==> src/rtl/clahe_clip_cdf.sv <==
// Clip-limited CDF stage: walks every tile histogram of a finished bank, clips and
// redistributes excess, accumulates the CDF and writes a 256-entry 8-bit LUT per tile.
module clahe_clip_cdf #(
  parameter int unsigned TILE_NUM = 64,
  parameter int unsigned BINS     = 256,
  parameter int unsigned SCALE    = 1161
) (
  input  logic        pclk,
  input  logic        rst_n,
  input  logic        frame_hist_done,
  input  logic [15:0] clip_limit,
  output logic [5:0]  hist_rd_tile_idx,
  output logic [7:0]  hist_rd_addr,
  input  logic [15:0] hist_rd_data,
  output logic [5:0]  lut_wr_tile_idx,
  output logic [7:0]  lut_wr_addr,
  output logic [7:0]  lut_wr_data,
  output logic        lut_wr_en,
  output logic        cdf_busy,
  output logic        cdf_done,
  output logic        overrun
);

  localparam logic [5:0] LastTile = 6'(TILE_NUM - 1);
  localparam logic [8:0] ClipLast = 9'(BINS);      // final CLIP cycle samples bin 255
  localparam logic [8:0] MapLast  = 9'(BINS + 1);  // final MAP cycle issues write 255
  localparam logic [8:0] AddrLast = 9'(BINS - 1);

  typedef enum logic [2:0] {
    StIdle,
    StClip,
    StCalc,
    StMap,
    StNext,
    StDone
  } state_e;

  state_e      state_q, state_d;
  logic [8:0]  cnt_q, cnt_d;
  logic [5:0]  tile_q, tile_d;
  logic [15:0] clip_q, clip_d;
  logic [23:0] excess_q, excess_d;
  logic [15:0] incr_q, incr_d;
  logic [7:0]  rem_q, rem_d;
  logic [23:0] cdf_q, cdf_d;
  logic [7:0]  addr_q, addr_d;
  logic        wr_en_q, wr_en_d;
  logic [7:0]  wr_addr_q, wr_addr_d;
  logic [7:0]  wr_data_q, wr_data_d;
  logic        overrun_q, overrun_d;

  logic        over_clip;
  logic [15:0] bin_clipped;
  logic [15:0] bin_excess;
  logic [7:0]  map_k;
  logic [23:0] new_val;
  logic [23:0] cdf_sum;
  logic [39:0] prod;
  logic [23:0] scaled;
  logic [7:0]  lut_val;

  always_comb begin
    over_clip   = hist_rd_data > clip_q;
    bin_clipped = over_clip ? clip_q : hist_rd_data;
    bin_excess  = over_clip ? hist_rd_data - clip_q : 16'd0;
    // Data for bin k arrives one cycle after its address, so cnt runs one ahead of k.
    map_k       = 8'(cnt_q - 9'd1);
    new_val     = 24'(bin_clipped) + 24'(incr_q) + 24'(map_k < rem_q);
    cdf_sum     = cdf_q + new_val;
    prod        = 40'(cdf_sum) * 40'(SCALE);
    scaled      = 24'(prod >> 16);
    lut_val     = (|scaled[23:8]) ? 8'hff : scaled[7:0];
  end

  always_comb begin
    state_d   = state_q;
    cnt_d     = cnt_q;
    tile_d    = tile_q;
    clip_d    = clip_q;
    excess_d  = excess_q;
    incr_d    = incr_q;
    rem_d     = rem_q;
    cdf_d     = cdf_q;
    addr_d    = addr_q;
    wr_en_d   = 1'b0;
    wr_addr_d = wr_addr_q;
    wr_data_d = wr_data_q;
    overrun_d = frame_hist_done && (state_q != StIdle);

    unique case (state_q)
      StIdle: begin
        if (frame_hist_done) begin
          clip_d   = clip_limit;
          tile_d   = 6'd0;
          cnt_d    = 9'd0;
          excess_d = 24'd0;
          addr_d   = 8'd0;
          state_d  = StClip;
        end
      end
      StClip: begin
        if (cnt_q != 9'd0) excess_d = excess_q + 24'(bin_excess);
        if (cnt_q < AddrLast) addr_d = addr_q + 8'd1;
        if (cnt_q == ClipLast) begin
          cnt_d   = 9'd0;
          state_d = StCalc;
        end else begin
          cnt_d = cnt_q + 9'd1;
        end
      end
      StCalc: begin
        incr_d  = excess_q[23:8];
        rem_d   = excess_q[7:0];
        cdf_d   = 24'd0;
        addr_d  = 8'd0;
        cnt_d   = 9'd0;
        state_d = StMap;
      end
      StMap: begin
        if (cnt_q != 9'd0 && cnt_q <= ClipLast) begin
          cdf_d     = cdf_sum;
          wr_en_d   = 1'b1;
          wr_addr_d = map_k;
          wr_data_d = lut_val;
        end
        if (cnt_q < AddrLast) addr_d = addr_q + 8'd1;
        if (cnt_q == MapLast) begin
          cnt_d   = 9'd0;
          state_d = StNext;
        end else begin
          cnt_d = cnt_q + 9'd1;
        end
      end
      StNext: begin
        if (tile_q == LastTile) begin
          state_d = StDone;
        end else begin
          tile_d   = tile_q + 6'd1;
          cnt_d    = 9'd0;
          excess_d = 24'd0;
          addr_d   = 8'd0;
          state_d  = StClip;
        end
      end
      StDone: begin
        state_d = StIdle;
      end
      default: begin
        state_d = StIdle;
      end
    endcase
  end

  always_ff @(posedge pclk or negedge rst_n) begin
    if (!rst_n) begin
      state_q   <= StIdle;
      cnt_q     <= 9'd0;
      tile_q    <= 6'd0;
      clip_q    <= 16'd0;
      excess_q  <= 24'd0;
      incr_q    <= 16'd0;
      rem_q     <= 8'd0;
      cdf_q     <= 24'd0;
      addr_q    <= 8'd0;
      wr_en_q   <= 1'b0;
      wr_addr_q <= 8'd0;
      wr_data_q <= 8'd0;
      overrun_q <= 1'b0;
    end else begin
      state_q   <= state_d;
      cnt_q     <= cnt_d;
      tile_q    <= tile_d;
      clip_q    <= clip_d;
      excess_q  <= excess_d;
      incr_q    <= incr_d;
      rem_q     <= rem_d;
      cdf_q     <= cdf_d;
      addr_q    <= addr_d;
      wr_en_q   <= wr_en_d;
      wr_addr_q <= wr_addr_d;
      wr_data_q <= wr_data_d;
      overrun_q <= overrun_d;
    end
  end

  assign hist_rd_tile_idx = tile_q;
  assign hist_rd_addr     = addr_q;
  assign lut_wr_tile_idx  = tile_q;
  assign lut_wr_addr      = wr_addr_q;
  assign lut_wr_data      = wr_data_q;
  assign lut_wr_en        = wr_en_q;
  assign cdf_busy         = state_q != StIdle;
  assign cdf_done         = state_q == StDone;
  assign overrun          = overrun_q;

endmodule
==> config.mk <==
export PLATFORM = sky130hd
export DESIGN_NAME = clahe_clip_cdf
export DESIGN_NICKNAME = d
export VERILOG_FILES = /design/src/rtl/clahe_clip_cdf.sv
export SDC_FILE = /design/constraint.sdc
export NUM_CORES = 1
export LEC_CHECK = 0
export BUFFER_PORTS_ARGS = -buffer_cell sky130_fd_sc_hd__buf_2
export CAP_MARGIN = 20
export CELL_PAD_IN_SITES_DETAIL_PLACEMENT = 1
export CELL_PAD_IN_SITES_GLOBAL_PLACEMENT = 1
export CORE_AREA = 2 2 198 200
export DETAILED_ROUTE_END_ITERATION = 8
export DIE_AREA = 0 0 200 202
export PLACE_DENSITY_LB_ADDON = 0.1
export SLEW_MARGIN = 20
export SYNTH_ARGS = -nofsm -noshare
export SYNTH_HDL_FRONTEND = slang
export SYNTH_SLANG_ARGS = --single-unit
export TNS_END_PERCENT = 100
==> constraint.sdc <==
create_clock -name pclk -period 12.6 [get_ports pclk]
set_clock_uncertainty 0.1 [all_clocks]
set_input_delay 0.63 -clock pclk [delete_from_list [all_inputs] [get_ports pclk]]
set_output_delay 0.63 -clock pclk [all_outputs]
set_load 0.005 [all_outputs]
Word-level counts from Yosys, hierarchy flattened --
Index checks and enable logic that the tools add are counted.
Operators by class: multipliers 1, equal/unequal tests 15, add/sub/neg operators 9, muxes and demuxes 28, reduce and logical (&&, ||, !) cells 20, order comparisons 4
Operators by type and width (count):
- $mux W24 | 4
- $pmux W24 S3 | 1
- $pmux W24 S2 | 1
- $pmux W9 S5 | 1
- $mux W9 | 4
- $mul A24 B11 Y35 const B | 1
- $mux W16 | 2
- $mux W8 | 4
- $pmux W8 S4 | 1
- $add A24 B16 Y24 | 1
- $add A24 B18 Y24 | 1
- $add A17 B1 Y18 | 1
- $eq A9 B9 Y1 const B | 2
- $add A16 B16 Y17 | 1
- $gt A16 B16 Y1 | 1
- $sub A16 B16 Y16 | 1
- $pmux W3 S5 | 1
- $mux W3 | 4
- $mux W6 | 2
- $ne A2 B2 Y1 const B | 6
- $pmux W6 S2 | 1
- $reduce_or A11 Y1 | 1
- $add A9 B1 Y9 const B | 1
- $le A9 B9 Y1 const B | 1
- 22 further kinds | 33
Word-level totals: bits of input ports 35, output and inout bits 40, flip-flop bits (word level) 132, word-level logic and storage cells 90

Longest topological paths before layout --
Gate-level depths: netlist of the first run.
word-level depth 8, gate-level depth with buffers 43

Worst setup path after synthesis of the first run --
Ideal clock, no wire load.
path type input port to flip-flop, from in hist_rd_data[0], to reg wr_data_q[0], in the netlist lut_wr_data[0], arrival time 9414 ps, setup slack 2944 ps, data required time 12358 ps, path buffers 3, cell stages on the path 37, cell sequence inv_1 > ha_1 > inv_1 > fa_1 > a21o_1 > a21oi_1 > o21bai_1 > a21oi_1 > o31ai_1 > a221oi_1 > a41o_1 > clkbuf_1 > buf_1 > nand2_1 > o21ai_0 > fa_1 > ha_1 > and3_1 > a211oi_1 > o21ai_1 > a22oi_1 > a211oi_1 > o31ai_1 > xnor2_1 > inv_1 > fa_1 > fa_1 > inv_1 > ha_1 > ha_1 > and3_1 > buf_1 > a2111oi_2 > nor3_1 > or4b_4 > nor4b_4 > o211ai_1
On the way: word-level cells in the longest chain between the ends 8
Ends and longest elaborated chain:
- from (decl) | RTL line 14 | input logic [15:0] hist_rd_data,
- $gt A16 B16 Y1 | RTL line 63 | over_clip = hist_rd_data > clip_q;
- $mux W16 * | RTL line 64 | bin_clipped = over_clip ? clip_q : hist_rd_data;
- $add A16 B16 Y17 * | RTL line 68 | new_val = 24'(bin_clipped) + 24'(incr_q) + 24'(map_k < rem_q);
- $add A17 B1 Y18 * | RTL line 68
- $add A24 B18 Y24 * | RTL line 69 | cdf_sum = cdf_q + new_val;
- $mul A24 B11 Y35 * | RTL line 70 | prod = 40'(cdf_sum) * 40'(SCALE);
- $reduce_or A11 Y1 | RTL line 72 | lut_val = (|scaled[23:8]) ? 8'hff : scaled[7:0];
- $mux W8 * | RTL line 72
- to (signal assigned) | RTL line 181 | wr_data_q <= wr_data_d;
- to (decl) | RTL line 49 | logic [7:0] wr_data_q, wr_data_d;
Mark *: on every way between the ends. The rest lies on a longest branch, timed or not. A chain may end at the register's enable or synchronous reset.

Worst setup path after layout of the first run --
from reg clip_q[0], to reg wr_data_q[7], in the netlist lut_wr_data[7]
On the way: word-level cells in the longest chain between the ends 8
Ends and longest elaborated chain:
- from (decl) | RTL line 41 | logic [15:0] clip_q, clip_d;
- from (signal assigned) | RTL line 173 | clip_q <= clip_d;
- $gt A16 B16 Y1 | RTL line 63
- $mux W16 * | RTL line 64
- $add A16 B16 Y17 * | RTL line 68
- $add A17 B1 Y18 * | RTL line 68
- $add A24 B18 Y24 * | RTL line 69
- $mul A24 B11 Y35 * | RTL line 70
- $reduce_or A11 Y1 | RTL line 72
- $mux W8 * | RTL line 72
Marks and branches as above.

==> results.toml, run 1 <==
[grt]
globalRouteOverflowTotal = 0
antenna_found_initial = 0
busiest_layer = "met2"
grt_pass1_wl_mm = 56.8
grt_usage = 0.179
use_met1 = 0.261
first_global_vias = 10200
grt_max_degree = 69
use_met3 = 0.0172
grt_use_met2 = 0.288

[drt]
drt_first_pass_iters = 4
wire_per_inst_um = 17.9
vias = 9653
drt-initial-drc-count = 285
drc = 0
final_antenna_net_count = 0
drt_wl_total_mm = 34.5
vias_per_cell = 5.01

[yosys]
synth_seq_cells = 132
synth_warnings = 0
async_reset_ff_frac = 1.00
yosys.area.top_type = "dfrtp_1"
syn_inst = 1342
synth_seq_area_share = 0.281
syn_area_per_cell_um2 = 8.77
syn_area_mm2 = 0.0118
synth_edf_count = 0
synth_top_area_frac = 0.281
synth_nets = 1583
synth_cell_types = 71
synth_ff_type = "dfrtp_1"
synth.top_cells.by_area = "dfrtp_1 28%, ha_1 18%, fa_1 6.3%"

[sta]
fmaxAchievable_mhz = 91.7
fin_crit_sh = 0.866
hold_violations = 0
final.setup.tns_ns = 0
relSlewSlack = 0.330
tightestPinTransition_ns = 0.998
min_period_ns = 10.91
slew_violations = 0
rsz0062_at_grt = "false"
setup_viol = 0

[cts]
cts_sinks = 132
clock_path_buffers = 2
cts_resized = 0
cts.clk_slew.worst_paths_ns = 0.06
clock_latency_ns = 0.43
cts_buffers = 17
htree_levels = 4
root_buffer = "clkbuf_16"
cts_setup_buffers = 0
hold_buffers = 0
cts_tree = "done"

[floorplan]
num_rows = 72
die_height_um = 202
dieArea_mm2 = 0.0404
fp.dieW_um = 200
fp.coreArea_mm2 = 0.0383
ios = 75
initial_core_util = 0.308

[place]
gp_congestion = 0.845
hpwl_mm = 27.2
io_buffers = 74

[setup_path]
arrival_ns = 11.09
critPathLaunchType = "flip-flop"
critical-path-top-delay-family = "compound AO/OA/AOI/OAI gates"
cp_num_buf_inv = 1
crit_slowest_cell = "xnor2_1"
endpoint_kind = "flip-flop"
slowest_delay_ns = 0.73
cp_max_fo = 30
cp_common_cell = "ha_1"
cp.required_ns = 12.78
critPathKind = "flip-flop to flip-flop"

[run]
max_cap_viol_count = 0

[layout]
layout_common_cells = "180 x nand2_1, 169 x ha_1, 132 x dfrtp_1, 95 x inv_1, 92 x o21ai_0"
fin_nets = 1639
area_growth_syn_to_layout_pct = 12.9
diodes = 0
final_common_cell = "nand2_1"
fillers = 4492
drive_above_1_share = 0.0958

[worst_hold_path]
hp-class = "primary input to async pin"

[status]
status = "completed"
## state kept, by name, indices dropped and copies added (netlist names)
register	cells
cdf_q	24
excess_q	24
clip_q	16
incr_q	16
cnt_q	9
hist_rd_addr	8
lut_wr_addr	8
lut_wr_data	8
rem_q	8
hist_rd_tile_idx	6
state_q	3
lut_wr_en	1
overrun	1
## cell usage after synthesis (all sizes together) (3+ instances only)
library cell / n
mux2i: 4
a21boi: 3
nor2b: 15
fa: 37
ha: 169
nor3: 33
a21o: 42
nand3b: 3
a22o: 8
o21a: 18
o31ai: 12
nor2: 86
xnor2: 50
or3: 7
a21oi: 61
nand2: 180
a221o: 3
buf: 11
o21ai: 95
mux2: 3
clkbuf: 37
nand4: 15
o211ai: 17
o2111ai: 5
o21bai: 12
nor3b: 3
a311oi: 4
and3: 15
inv: 95
xor2: 46
nand3: 43
a31o: 3
and2: 11
dfrtp: 132
or2: 5
a31oi: 9
a211oi: 8
nand2b: 8
## metal layers
metal | vias to the layer above | routed length [um] | part of all wire
met5 | - | 0 | 0
met2 | 85 | 16000 | 0.46
met1 | 4731 | 17700 | 0.51
met3 | 19 | 482 | 0.014
met4 | 0 | 305 | 0.0088
li1 | 4818 | - | -
## final timing paths
| path | startpoint | endpoint | slack, ns | cells past startpoint |
|---|---|---|---|---|
| worst max-delay path | clip_q[0]$_DFFE_PN0P_ | lut_wr_data[7]$_DFFE_PN0P_ | 1.69 | 33 |
| worst min-delay path | rst_n | clip_q[2]$_DFFE_PN0P_ | 0.14 | 1 |
| worst max register to register | clip_q[0]$_DFFE_PN0P_ | lut_wr_data[7]$_DFFE_PN0P_ | 1.69 | 33 |
| worst min register to register | lut_wr_addr[6]$_DFFE_PN0P_ | lut_wr_addr[6]$_DFFE_PN0P_ | 0.38 | 2 |
| max in group asynchronous | rst_n | excess_q[6]$_DFFE_PN0P_ | 10.82 | 2 |
| min in group pclk | clip_limit[13] | clip_q[13]$_DFFE_PN0P_ | 0.31 | 3 |
## through the flow
step | setup slack, ns | hold WS [ns] | instances | utilization | instance area [um2]
finish | 1.69 | 0.135 | 1927 | 0.347 | 13300
floorplan | 2.94 | 0.234 | 1342 | - | 11800
global placement | 1.33 | 0.355 | 1897 | 0.331 | 12700
detailed placement | 1.06 | 0.368 | 1897 | 0.331 | 12700
global route | 0.809 | 0.185 | 1927 | 0.347 | 13300
CTS | 1.46 | 0.156 | 1927 | 0.347 | 13300
## cell families (layout without fill, tap and decap cells)
family / count (synthesis) / after routing / share of synthesized area
AND/OR/NAND/NOR: 431 / 431 / 0.168
AO/OA/AOI/OAI: 327 / 327 / 0.184
adder cells (fa/ha/maj): 206 / 206 / 0.242
buffers and inverters: 143 / 210 / 0.0475
flip-flops: 132 / 132 / 0.281
XOR/XNOR: 96 / 96 / 0.0714
multiplexers: 7 / 7 / 0.00627
## final cells by class
cell class | count | area (um2) | area share
clock buffers | 18 | 429 | 0.0323
clock inverters | 12 | 181 | 0.0136
inverters | 95 | 357 | 0.0268
multi-input cells | 1067 | 7920 | 0.596
flip-flops and latches | 132 | 3300 | 0.248
well taps | 518 | 648 | 0.0487
repair buffers | 85 | 459 | 0.0345
Power of run 1 is left out: the tool's default activity adds up to more than one toggle a clock period on the data nets, which glitch-free logic cannot reach.
==> inputs of run 2 (changes only) <==
--- a/config.mk
+++ b/config.mk
@@ -5,13 +5,14 @@
 export SDC_FILE = /design/constraint.sdc
 export NUM_CORES = 1
 export LEC_CHECK = 0
+export ABC_AREA = 1
 export BUFFER_PORTS_ARGS = -buffer_cell sky130_fd_sc_hd__buf_2
 export CAP_MARGIN = 20
 export CELL_PAD_IN_SITES_DETAIL_PLACEMENT = 1
 export CELL_PAD_IN_SITES_GLOBAL_PLACEMENT = 1
-export CORE_AREA = 2 2 198 200
+export CORE_AREA = 2 2 207 209
 export DETAILED_ROUTE_END_ITERATION = 8
-export DIE_AREA = 0 0 200 202
+export DIE_AREA = 0 0 209 211
 export PLACE_DENSITY_LB_ADDON = 0.1
 export SLEW_MARGIN = 20
 export SYNTH_ARGS = -nofsm -noshare
==> run 2 against run 1 <==
Effect of this change: routed wire length grew 21%; global-route usage up 2.1 points; flip-flop and latch count is the same; synthesized cell count increased by 35%; critical path type unchanged; first-iteration DRC count grew 64%; die area increased by 9.2%; via count up 21%; area after synthesis is 9.4% higher; setup slack better by 1.7 ns; count of clock-buffer cells in the layout down 1; worst hold slack worse by 0.077 ns; largest cell class unchanged.
==> results.toml, run 2 <==
[status]
status = "completed"

[setup_path]
critPathKind = "flip-flop to flip-flop"
reg2reg_depth = 44
arrival_ns = 9.51
cp.required_ns = 12.85
cp_max_fo = 31
slowest_delay_ns = 0.50
crit_path_start = "clip_q[0]$_DFFE_PN0P_"
endpoint_kind = "flip-flop"
cp_common_cell = "nand2_1"
critPathLaunchType = "flip-flop"
r2r-start = "clip_q[0]$_DFFE_PN0P_"
crit_slowest_cell = "fa_1"

[run]
max_cap_viol_count = 0

[sta]
final.setup.tns_ns = 0
setup_viol = 0
hold_violations = 0
min_period_ns = 9.26
slew_violations = 0
tightestPinTransition_ns = 0.975
fin_crit_sh = 0.735
fmaxAchievable_mhz = 108
rsz0062_at_grt = "false"
relSlewSlack = 0.350

[yosys]
yosys.area.top_type = "dfrtp_1"
synth_compound_area_frac = 0.130
yosys.area_share.adder = 0.222
syn_area_per_cell_um2 = 7.13
synth_nets = 2047
synth.area.mux_share = 0
synthSimpleGateAreaFrac = 0.248
synth_seq_area_share = 0.256
async_reset_ff_frac = 1.00
synth_edf_count = 0
yosysMostFrequentCell = "nand2_1"
synth_warnings = 0
synthTopCellsByCount = "460 x nand2_1, 302 x inv_1, 169 x ha_1"
synth_ff_type = "dfrtp_1"
synth_cell_types = 51
syn_area_mm2 = 0.0129
syn_inst = 1806
synth_top_area_frac = 0.256
synth_seq_cells = 132
synth_top_family_by_area = "simple AND/OR/NAND/NOR gates"
synth.top_cells.by_area = "dfrtp_1 26%, ha_1 16%, nand2_1 13%"
synthXorXnorAreaFrac = 0.0421

[place]
hpwl_mm = 34.7
gp_congestion = 0.901
placedCellCount = 2396
io_buffers = 74

[layout]
area_growth_syn_to_layout_pct = 11.7
fin_nets = 2117
drive_above_1_share = 0.0879
top_regs = "cdf_q x24, excess_q x24"
layout_common_cells = "460 x nand2_1, 302 x inv_1, 169 x ha_1, 143 x nor2_1, 132 x dfrtp_1"
stdcell_count = 2429
final_common_cell = "nand2_1"

[cts]
cts_tree = "done"
cts.clk_slew.worst_paths_ns = 0.07
clock_latency_ns = 0.45
hold_buffers = 0
cts_sinks = 132
root_buffer = "clkbuf_16"
clock_path_buffers = 2
htree_levels = 4
cts_buffers = 17
cts_setup_buffers = 0
cts_resized = 0

[floorplan]
initial_core_util = 0.309
fp.dieW_um = 209
fp.coreArea_mm2 = 0.0418
num_rows = 75
die_height_um = 211
ios = 75
dieArea_mm2 = 0.0441

[drt]
drc = 0
wire_per_inst_um = 17.2
drt_wl_total_mm = 41.7
drt-initial-drc-count = 467
final_antenna_net_count = 0
vias = 11700
vias_per_cell = 4.83
drt_first_pass_iters = 5

[grt]
first_global_vias = 12600
grt_pass1_wl_mm = 69.0
grt_usage = 0.200
antenna_found_initial = 1
grt_max_degree = 68
globalRouteOverflowTotal = 0

[worst_hold_path]
hp-class = "primary input to async pin"
-- run 2: cell types whose count changed after synthesis, moves of 15 or more --
| cell | change |
|---|---|
| nor2b_1 | -15 |
| nand2_1 | +280 |
| nand3_1 | +36 |
| clkbuf_1 | -23 |
| a21o_1 | -32 |
| nor2_1 | +57 |
| nor3_1 | -20 |
| inv_1 | +207 |
| o21ai_0 | +29 |
| xnor2_1 | -29 |
| a21oi_1 | +44 |
-- run 2: routing by layer --
layer / global-route usage / part of all wire
met4: 0.0495 / 0.012
met5: 0 / 0
met3: 0.0241 / 0.018
met1: 0.274 / 0.51
met2: 0.335 / 0.46
-- run 2: critical path: cells and delay by family, from the launching register on --
family | cells | cell delay [ns]
fa+ha+maj | 9 | 3.29
simple gates | 22 | 2.59
compound gates | 6 | 1.25
buf+inv | 5 | 0.83
xor+xnor | 2 | 0.62
flops | 1 | 0.43
-- run 2: area by class of cell --
type / instances / area (um2)
Timing Repair Buffer: 79 / 414
Inverter: 313 / 1170
Multi-Input combinational cell: 1333 / 8280
Clock inverter: 15 / 120
Fill cell: 5288 / 27400
Tap cell: 539 / 674
Antenna cell: 1 / 2.50
Clock buffer: 17 / 425
Sequential cell: 132 / 3300
-- run 2: stage by stage --
step                      instance area [um2]  hold WS [ns]  setup WS [ns]  utilization
after floorplan                         12900         0.234           4.85            -
after global placement                  13800         0.367           3.05        0.332
after detailed placement                13800         0.366           2.97        0.332
after CTS                               14400         0.106           3.31        0.345
after global routing                    14400         0.107           2.51        0.345
final                                   14400        0.0578           3.34        0.345
-- run 2: path summary, 6_finish.rpt --
path,slack [ns],endpoint
worst min register to register,0.38,lut_wr_addr[4]$_DFFE_PN0P_
worst min-delay path,0.06,excess_q[9]$_DFFE_PN0P_
max in group asynchronous,10.98,cdf_q[23]$_DFFE_PN0P_
worst max-delay path,3.34,lut_wr_data[6]$_DFFE_PN0P_
min in group pclk,0.29,clip_q[0]$_DFFE_PN0P_
worst max register to register,3.34,lut_wr_data[6]$_DFFE_PN0P_
-- run 2: logic make-up (layout without fill, tap and decap cells) --
group,count (synthesis),in the layout
AOI/OAI and AO/OA,302,302
xor gates and xnor gates,62,62
adders and majority gates,206,206
buffers and inverters,341,424
DFF,132,132
other,0,1
and+or+nand+nor,763,763
Power of run 2 is left out for the same reason.
